### config.mk
export PLATFORM = sky130hd
export DESIGN_NAME = elevator_scan_ctrl
export DESIGN_NICKNAME = d
export VERILOG_FILES = /design/src/rtl/elevator_scan_ctrl.sv
export SDC_FILE = /design/constraint.sdc
export NUM_CORES = 1
export LEC_CHECK = 0
export CELL_PAD_IN_SITES_DETAIL_PLACEMENT = 1
export CELL_PAD_IN_SITES_GLOBAL_PLACEMENT = 1
export CORE_MARGIN = 8
export CORE_UTILIZATION = 38
export CTS_CLUSTER_DIAMETER = 200
export DETAILED_ROUTE_END_ITERATION = 8
export PLACE_DENSITY = 0.75
export SYNTH_ARGS = -nofsm -noshare
export SYNTH_HDL_FRONTEND = slang
export SYNTH_SLANG_ARGS = --single-unit
### constraint.sdc
create_clock -name clk -period 3.4 [get_ports clk]
set_input_delay 0.85 -clock clk [delete_from_list [all_inputs] [get_ports clk]]
set_output_delay 0.85 -clock clk [all_outputs]
set_load 0.005 [all_outputs]
### src/rtl/elevator_scan_ctrl.sv
// SCAN elevator car controller: latched floor calls, timed travel between floors, timed door dwell.
// Latency: a call is visible on pending one edge after sampling; motion or door decisions follow on the next edge.
// Backpressure: none; calls are accepted every cycle, and a call for the open-door floor restarts the dwell.
module elevator_scan_ctrl #(
    parameter int NUM_FLOORS    = 4,
    parameter int TRAVEL_CYCLES = 4,
    parameter int DOOR_CYCLES   = 3,
    localparam int FLOOR_W      = $clog2(NUM_FLOORS)
) (
    input  logic                  clk,
    input  logic                  reset,
    input  logic                  call_valid,
    input  logic [FLOOR_W-1:0]    call_floor,
    output logic [FLOOR_W-1:0]    current_floor,
    output logic [NUM_FLOORS-1:0] floor_led,
    output logic [NUM_FLOORS-1:0] pending,
    output logic                  moving_up,
    output logic                  moving_down,
    output logic                  door_open,
    output logic                  idle
);

    typedef enum logic [1:0] {
        ST_IDLE      = 2'd0,
        ST_MOVE_UP   = 2'd1,
        ST_MOVE_DOWN = 2'd2,
        ST_DOOR_OPEN = 2'd3
    } state_t;

    localparam int TRAV_W = $clog2(TRAVEL_CYCLES + 1);
    localparam int DOOR_W = $clog2(DOOR_CYCLES + 1);
    localparam logic [TRAV_W-1:0]  TRAV_LAST      = TRAV_W'(TRAVEL_CYCLES - 1);
    localparam logic [DOOR_W-1:0]  DOOR_LAST      = DOOR_W'(DOOR_CYCLES - 1);
    localparam logic [FLOOR_W:0]   NUM_FLOORS_EXT = (FLOOR_W + 1)'(NUM_FLOORS);

    state_t                  state, state_nxt;
    logic [FLOOR_W-1:0]      floor_nxt;
    logic                    dir_up, dir_up_nxt;
    logic [TRAV_W-1:0]       travel_cnt, travel_nxt;
    logic [DOOR_W-1:0]       door_cnt, door_nxt;
    logic [NUM_FLOORS-1:0]   set_mask, clr_mask, pending_nxt;

    // Keep going the way we were heading while anything lies ahead, otherwise turn around, otherwise rest.
    function automatic state_t scan_next(input logic [NUM_FLOORS-1:0] req,
                                         input logic [FLOOR_W-1:0]    flr,
                                         input logic                  up);
        logic above;
        logic below;
        above = 1'b0;
        below = 1'b0;
        for (int i = 0; i < NUM_FLOORS; i++) begin
            if (req[i] && (i > int'(flr))) above = 1'b1;
            if (req[i] && (i < int'(flr))) below = 1'b1;
        end
        if (up ? above : below) return up ? ST_MOVE_UP : ST_MOVE_DOWN;
        if (up ? below : above) return up ? ST_MOVE_DOWN : ST_MOVE_UP;
        return ST_IDLE;
    endfunction

    always_comb begin
        set_mask = '0;
        if (call_valid && ({1'b0, call_floor} < NUM_FLOORS_EXT) &&
            !(state == ST_DOOR_OPEN && call_floor == current_floor)) begin
            set_mask[call_floor] = 1'b1;
        end
    end

    always_comb begin
        state_nxt  = state;
        floor_nxt  = current_floor;
        dir_up_nxt = dir_up;
        travel_nxt = travel_cnt;
        door_nxt   = door_cnt;
        clr_mask   = '0;
        case (state)
            ST_IDLE: begin
                if (pending[current_floor]) begin
                    state_nxt               = ST_DOOR_OPEN;
                    clr_mask[current_floor] = 1'b1;
                    door_nxt                = '0;
                end else begin
                    state_nxt  = scan_next(pending, current_floor, dir_up);
                    travel_nxt = '0;
                end
            end
            ST_MOVE_UP, ST_MOVE_DOWN: begin
                if (travel_cnt == TRAV_LAST) begin
                    floor_nxt  = (state == ST_MOVE_UP) ? current_floor + FLOOR_W'(1)
                                                       : current_floor - FLOOR_W'(1);
                    travel_nxt = '0;
                    if (pending[floor_nxt]) begin
                        state_nxt           = ST_DOOR_OPEN;
                        clr_mask[floor_nxt] = 1'b1;
                        door_nxt            = '0;
                    end else begin
                        state_nxt = scan_next(pending, floor_nxt, dir_up);
                    end
                end else begin
                    travel_nxt = travel_cnt + TRAV_W'(1);
                end
            end
            ST_DOOR_OPEN: begin
                // A passenger pressing the open floor's button holds the door rather than queueing a stop.
                if (call_valid && call_floor == current_floor) begin
                    door_nxt = '0;
                end else if (door_cnt == DOOR_LAST) begin
                    state_nxt  = scan_next(pending, current_floor, dir_up);
                    door_nxt   = '0;
                    travel_nxt = '0;
                end else begin
                    door_nxt = door_cnt + DOOR_W'(1);
                end
            end
            default: state_nxt = ST_IDLE;
        endcase
        if (state_nxt == ST_MOVE_UP) begin
            dir_up_nxt = 1'b1;
        end else if (state_nxt == ST_MOVE_DOWN) begin
            dir_up_nxt = 1'b0;
        end
    end

    // Clear after set so a stop being served on this edge is not re-latched by a coincident call.
    assign pending_nxt = (pending | set_mask) & ~clr_mask;

    always_ff @(posedge clk) begin
        if (reset) begin
            state         <= ST_IDLE;
            current_floor <= '0;
            pending       <= '0;
            dir_up        <= 1'b1;
            travel_cnt    <= '0;
            door_cnt      <= '0;
        end else begin
            state         <= state_nxt;
            current_floor <= floor_nxt;
            pending       <= pending_nxt;
            dir_up        <= dir_up_nxt;
            travel_cnt    <= travel_nxt;
            door_cnt      <= door_nxt;
        end
    end

    assign floor_led   = NUM_FLOORS'(1) << current_floor;
    assign moving_up   = (state == ST_MOVE_UP);
    assign moving_down = (state == ST_MOVE_DOWN);
    assign door_open   = (state == ST_DOOR_OPEN);
    assign idle        = (state == ST_IDLE);

endmodule

==> results.tsv, run 1 <==
metric	value	unit
status	finished, final reports clean	
Power Total	0.0006476	W
post-route non-filler standard cell count	188	
sequential share of the synthesized area	25.17	%
Yosys warning count	0	
Slew HR	59.69	%
first-pass GRT wire length	5.809	mm
Resized cells post-CTS	0	
slowest cell delay on critical path	610	ps
GR Util All Layers	13.99	%
Buf/Inv on CP	1	
RSZ-0062 raised after global routing	no	
share of post-route cells with drive strength above 1	8.280	%
Overflow after GRT	0	
largest delay contributor family on the critical path	compound AO/OA/AOI/OAI gates	
Vias	1108	
commonest cells after routing, fill and taps aside	clkdlybuf4s50_1 (18), nor2_1 (17), dfxtp_1 (14)	
fin. max-slew vios	0	
CTS sink count	14	
port buffer count	18	
placed cell count	184	
Worst Path Class, Setup	flip-flop to flip-flop	
most common cell after layout, fill and taps aside	clkdlybuf4s50_1	
CTS Hold Buffers Added	0	
reg2reg end	dir_up$_SDFFE_PP1N_	
initial antenna violation count	0	
Hold EP	travel_cnt[1]$_SDFFE_PP0P_	
hold path depth	2	
cell chain of the critical path	inv_2 > ha_1 > xnor2_1 > a21oi_1 > or3_2 > a31oi_1 > o311ai_1 > a21oi_1 > o21bai_1	
clk buf depth	2	
Power Density	481.5	mW/mm²
total negative slack	0	ps
Ports	19	
Most Frequent Cell on Critical Path	a21oi_1	
CP Launch Type	flip-flop	
root buf cell	clkbuf_4	
Final Hold Fails	0	
Reg2Reg Depth	9	
#FFs+latches synth	14	
top cell type's share of synthesized area	25.17	%
area grow syn2layout	20.79	%
syn nets	155	
nets	174	
TritonRoute pass-1 iters	4	
Via density	5.894	
Rows	19	
number of global-route vias before repair	1288	
CP Max Fanout	11	
mean post-synth cell area	8.011	µm²
Worst Hold Launch	travel_cnt[1]$_SDFFE_PP0P_	
Starting DRT DRC Count	32	
Slowest cell on crit path	dfxtp_1	
core area	0.002781	mm²
Achievable Freq	0.3475	GHz
number of remaining DRC errors	0	
largest net degree at the start of global routing	15	
Netlist Area Pre-Place	0.001114	mm²
CP endpoint kind	flip-flop	
Worst-Margin Slew	602.8	ps
Hold Path Class	flip-flop to flip-flop	
clk_skew	9.379	ps
RD Place Congestion	0.8621	
Final Instance Area	0.001345	mm²
WL/cell	17.88	µm
Async SR Flop Fraction	0	%
Worst Path Arrival	3060	ps
Util after Layout	48.36	%
antenna diode count	0	
Num CTS Buffers	3	
CTS tree	yes	
H-tree depth	1	
Routed WL	3.361	mm
Final Cycle Share	84.64	%
Max-Cap Viols	0	
reg2reg setup slack	520	ps
hpwl dp	2.707	mm
Post-synth top flop	dfxtp_1	
dpl cell area	0.001309	mm²
worst-skew pair later-pin latency	280	ps
largest area contributor in the netlist	dfxtp_1	
maximum vdd drop	303.1	µV
Gate Count Post-Synth	139	
Static Leak	0.5239	nW
CP Data Required Time	3580	ps
Die Area	0.004919	mm²
Setup Viol. Count Final	0	
post-synthesis cell type count	42	
Initial Utilization	40.04	%
EDFF count, synth	0	
worst r2r src	current_floor[0]$_SDFFE_PP0P_	
clk slew on worst S/H paths	100	ps
synth top area cells	dfxtp_1 (25%), ha_1 (12%), nor2_1 (5.7%), a21oi_1 (4.5%), inv_1 (4.0%)	
Die X-Extent	70.14	µm
Setup Buffers After CTS	0	
Die Y	70.14	µm
post-route ant nets	0	
shortest period the worst path allows	2878	ps
## power by group
group          leakage, nW  switching (W)  internal, W
Clock               0.0210      0.0000599    0.0000651
Combinational        0.389       0.000169     0.000139
Sequential           0.114      0.0000280     0.000187
## cell families (layout without fill, tap and decap cells)
group / Yosys count / in the layout / synth area share (%)
flops: 14 / 14 / 25.17
xor+xnor: 5 / 5 / 3.932
simple gates: 51 / 51 / 24.16
buf+inv: 17 / 35 / 6.516
compound gates: 37 / 37 / 22.02
mux: 4 / 4 / 5.842
fa+ha+maj: 11 / 11 / 12.36
## cell usage after synthesis, drive strengths merged, types with 5 or more instances
master,count
ha,11
nand2,7
inv,13
a21oi,12
nor2,17
o21ai,5
dfxtp,14
nor3,6
## worst max-delay path by stage
stage / cells after the start / end / startpoint / slack (ps)
after floorplan: 10 / dir_up$_SDFFE_PP1N_ / current_floor[1]$_SDFFE_PP0P_ / 980
after global placement: 9 / dir_up$_SDFFE_PP1N_ / current_floor[0]$_SDFFE_PP0P_ / 660
after detailed placement: 9 / dir_up$_SDFFE_PP1N_ / current_floor[0]$_SDFFE_PP0P_ / 540
after CTS: 9 / dir_up$_SDFFE_PP1N_ / current_floor[0]$_SDFFE_PP0P_ / 510
after global routing: 9 / dir_up$_SDFFE_PP1N_ / current_floor[0]$_SDFFE_PP0P_ / 320
final: 9 / dir_up$_SDFFE_PP1N_ / current_floor[0]$_SDFFE_PP0P_ / 520
## final cells by class
class / count / area (µm²)
sequential: 14 / 280.3
multi-input combinational: 108 / 760.7
clock buffer: 4 / 36.28
fill: 362 / 1436
inverter: 13 / 48.80
timing repair buffer: 18 / 180.2
tap: 31 / 38.79
## flip-flops by register name, summed over array words and instances (netlist names)
name and flops:
door_cnt 2, travel_cnt 3, state 2, current_floor 2
dir_up 1, pending 4
## layer usage
layer  track usage (%)  vias up  share of wire, %
li1                  -      531                 -
met1             15.64      532                40
met2             24.06       35                50
met3             3.814       10               7.0
met4             6.250        0               2.7
met5                 0        -                 0
## stage by stage
step / hold slack (ps) / setup slack, ps
detailed placement: 494.0 / 539.8
floorplan: 444.4 / 982.2
finish: 494.6 / 522.4
global placement: 452.0 / 664.3
CTS: 508.9 / 512.6
global route: 529.8 / 320.6
## worst reg2reg max path, delay by kind of cell, from the launching register on
family / cells / cell delay [ps]
simple gates: 1 / 420
flops: 1 / 610
buf+inv: 1 / 200
compound gates: 5 / 740
fa+ha+maj: 1 / 380
xor+xnor: 1 / 420
(Power assumes the default switching activity.)
==> run 2, diff against run 1 <==
--- a/config.mk
+++ b/config.mk
@@ -8,10 +8,10 @@
 export CELL_PAD_IN_SITES_DETAIL_PLACEMENT = 1
 export CELL_PAD_IN_SITES_GLOBAL_PLACEMENT = 1
 export CORE_MARGIN = 8
-export CORE_UTILIZATION = 38
+export CORE_UTILIZATION = 35
 export CTS_CLUSTER_DIAMETER = 200
 export DETAILED_ROUTE_END_ITERATION = 8
-export PLACE_DENSITY = 0.75
+export PLACE_DENSITY = 0.72
 export SYNTH_ARGS = -nofsm -noshare
 export SYNTH_HDL_FRONTEND = slang
 export SYNTH_SLANG_ARGS = --single-unit
==> constraint.sdc (replaced) <==
create_clock -name clk -period 2.6 [get_ports clk]
set_input_delay 0.65 -clock clk [delete_from_list [all_inputs] [get_ports clk]]
set_output_delay 0.65 -clock clk [all_outputs]
set_load 0.005 [all_outputs]
==> run 2 against run 1 <==
  * Core utilization down 3.0 points
  * Clock-buffer cell count decreased by 1
  * Design area is 3.0% higher
  * Global-route usage fell by 0.64 points
  * Non-clock buffer count rose by 4
  * Cell count rose by 8.5%
  * Via count shrank 2.5%
  * Critical path type is now flip-flop to output pin
  * Critical endpoint is now door_open
  * Largest cell class unchanged
==> results.tsv, run 2 (synthesized netlist as in run 1, its figures left out) <==
metric	value	unit	change
initial antenna violation count	0		unchanged
largest net degree at the start of global routing	15		unchanged
clock network power share	15.3	%	-4.0 points
Hold Path Class	flip-flop to flip-flop		
Logic pwr share	50.5	%	+3.0 points
Die X-Extent	72.41	µm	+3.2%
total negative slack	0	ps	unchanged
clk_skew	2.686	ps	-6.693 ps
CP endpoint	door_open		
CP Data Required Time	1950	ps	-1630 ps
Static Leak	0.5392	nW	+2.9%
nets	178		+2.3%
Worst Path Arrival	1730	ps	-1330 ps
Starting DRT DRC Count	26		-19%
CP endpoint kind	output pin		
clk slew on worst S/H paths	80	ps	-20 ps
reg2reg end	dir_up$_SDFFE_PP1N_		
Die Y	72.41	µm	+3.2%
worst r2r src	current_floor[1]$_SDFFE_PP0P_		
Slew HR	63.61	%	+3.9 points
Internal Dissipation	0.0004907	W	+26%
post-route ant nets	0		unchanged
GRT Max-Usage Layer	met2		
hpwl dp	2.571	mm	-5.0%
Initial Utilization	36.48	%	-3.6 points
Via density	5.294		-10%
placed cell count	201		+9.2%
CTS Hold Buffers Added	0		unchanged
Num CTS Buffers	3		unchanged
worst-skew pair later-pin latency	280	ps	about the same
Resized cells post-CTS	0		unchanged
CP startpoint	state[1]$_SDFF_PP0_		
commonest cells after routing, fill and taps aside	clkdlybuf4s50_1 (18), nor2_1 (17), dfxtp_1 (14)		
maximum vdd drop	252.1	µV	-17%
first-pass GRT wire length	5.582	mm	-3.9%
fin. max-slew vios	0		unchanged
GR Util met2	23.17	%	-0.89 points
dpl cell area	0.001355	mm²	+3.5%
Setup Viol. Count Final	0		unchanged
Final Hold Fails	0		unchanged
Vias	1080		-2.5%
Rows	20		+1
reg2reg setup slack	320	ps	-200 ps
most common cell after layout, fill and taps aside	clkdlybuf4s50_1		
CTS sink count	14		unchanged
Achievable Freq	0.4205	GHz	
post-route non-filler standard cell count	204		+8.5%
CP Launch Type	flip-flop		
hold path depth	2		unchanged
max FFs per register	4		unchanged
Final Instance Area	0.001385	mm²	+3.0%
met3 Use GR	5.510	%	+1.7 points
clk buf depth	2		unchanged
number of remaining DRC errors	0		unchanged
Util after Layout	45.37	%	-3.0 points
port buffer count	18		unchanged
sequential fraction of design power	34.2	%	+1.0 points
Worst Hold Launch	travel_cnt[1]$_SDFFE_PP0P_		
TritonRoute pass-1 iters	5		+1
Power Total	0.0008243	W	+27%
Worst-Margin Slew	544.2	ps	-58.62 ps
Top reg by flops	pending		
RSZ-0062 raised after global routing	no		
top flop regs	pending (4), travel_cnt (3)		
core area	0.003053	mm²	+9.8%
area grow syn2layout	24.38	%	
Ports	19		unchanged
RD Place Congestion	0.8688		+0.78%
CP Max Fanout	13		+2
Power Density	595.1	mW/mm²	+24%
Switch Pwr	0.0003336	W	+30%
root buf cell	clkbuf_4		
H-tree depth	1		unchanged
WL/cell	15.64	µm	-13%
Overflow after GRT	0		unchanged
grt met1 use	15.13	%	-0.52 points
Routed WL	3.190	mm	-5.1%
Reg2Reg Depth	9		unchanged
GR Util All Layers	13.35	%	-0.64 points
Die Area	0.005242	mm²	+6.6%
Setup Buffers After CTS	0		unchanged
switching share of power	40.47	%	+0.83 points
share of post-route cells with drive strength above 1	10.63	%	+2.3 points
shortest period the worst path allows	2378	ps	
Worst Path Class, Setup	flip-flop to output pin		
status	finished, final reports clean		
Max-Cap Viols	0		unchanged
number of global-route vias before repair	1153		-10%
Final Cycle Share	91.46	%	
antenna diode count	0		unchanged
CTS tree	yes		
==> run 2: worst min-delay path by stage <==
stage | to | slack (ps)
floorplan | travel_cnt[1]$_SDFFE_PP0P_ | 440
global placement | travel_cnt[1]$_SDFFE_PP0P_ | 450
detailed placement | travel_cnt[1]$_SDFFE_PP0P_ | 470
CTS | travel_cnt[1]$_SDFFE_PP0P_ | 480
global route | travel_cnt[2]$_SDFFE_PP0P_ | 510
finish | travel_cnt[1]$_SDFFE_PP0P_ | 480
==> run 2: power by group through the flow <==
stage | Combinational, W | Clock, W | Sequential [W]
floorplan | 0.000278 | 0 | 0.000274
global placement | 0.000392 | 0 | 0.000284
detailed placement | 0.000412 | 0 | 0.000286
CTS | 0.000416 | 0.000132 | 0.000281
global route | 0.000475 | 0.000141 | 0.000287
finish | 0.000416 | 0.000126 | 0.000282
==> run 2: critical path, cell delays in order (launching register included) <==
cell             delay (ps)
dfxtp_1                 400
ha_1                    460
clkdlybuf4s50_1         590
==> run 2: stage by stage <==
stage | setup WS [ps] | hold slack, ps
after floorplan | 182.2 | 444.4
after global placement | 251.3 | 453.5
after detailed placement | 188.8 | 472.0
after CTS | 199.7 | 483.9
after global routing | 87.45 | 513.1
final | 222.1 | 478.6
==> run 2: area by class of cell <==
| type | count | area, µm² |
|---|---|---|
| Fill cell | 405 | 1668 |
| Timing Repair Buffer | 22 | 210.2 |
| Clock buffer | 3 | 22.52 |
| Inverter | 13 | 48.80 |
| Multi-Input combinational cell | 108 | 768.2 |
| Sequential cell | 14 | 280.3 |
| Tap cell | 44 | 55.05 |
==> run 2: routing by layer <==
layer  part of all wire, %  vias to the layer above
met5                     0                        -
met4                  0.31                        0
met3                   6.1                        2
met2                    50                       19
met1                    43                      519
li1                      -                      540
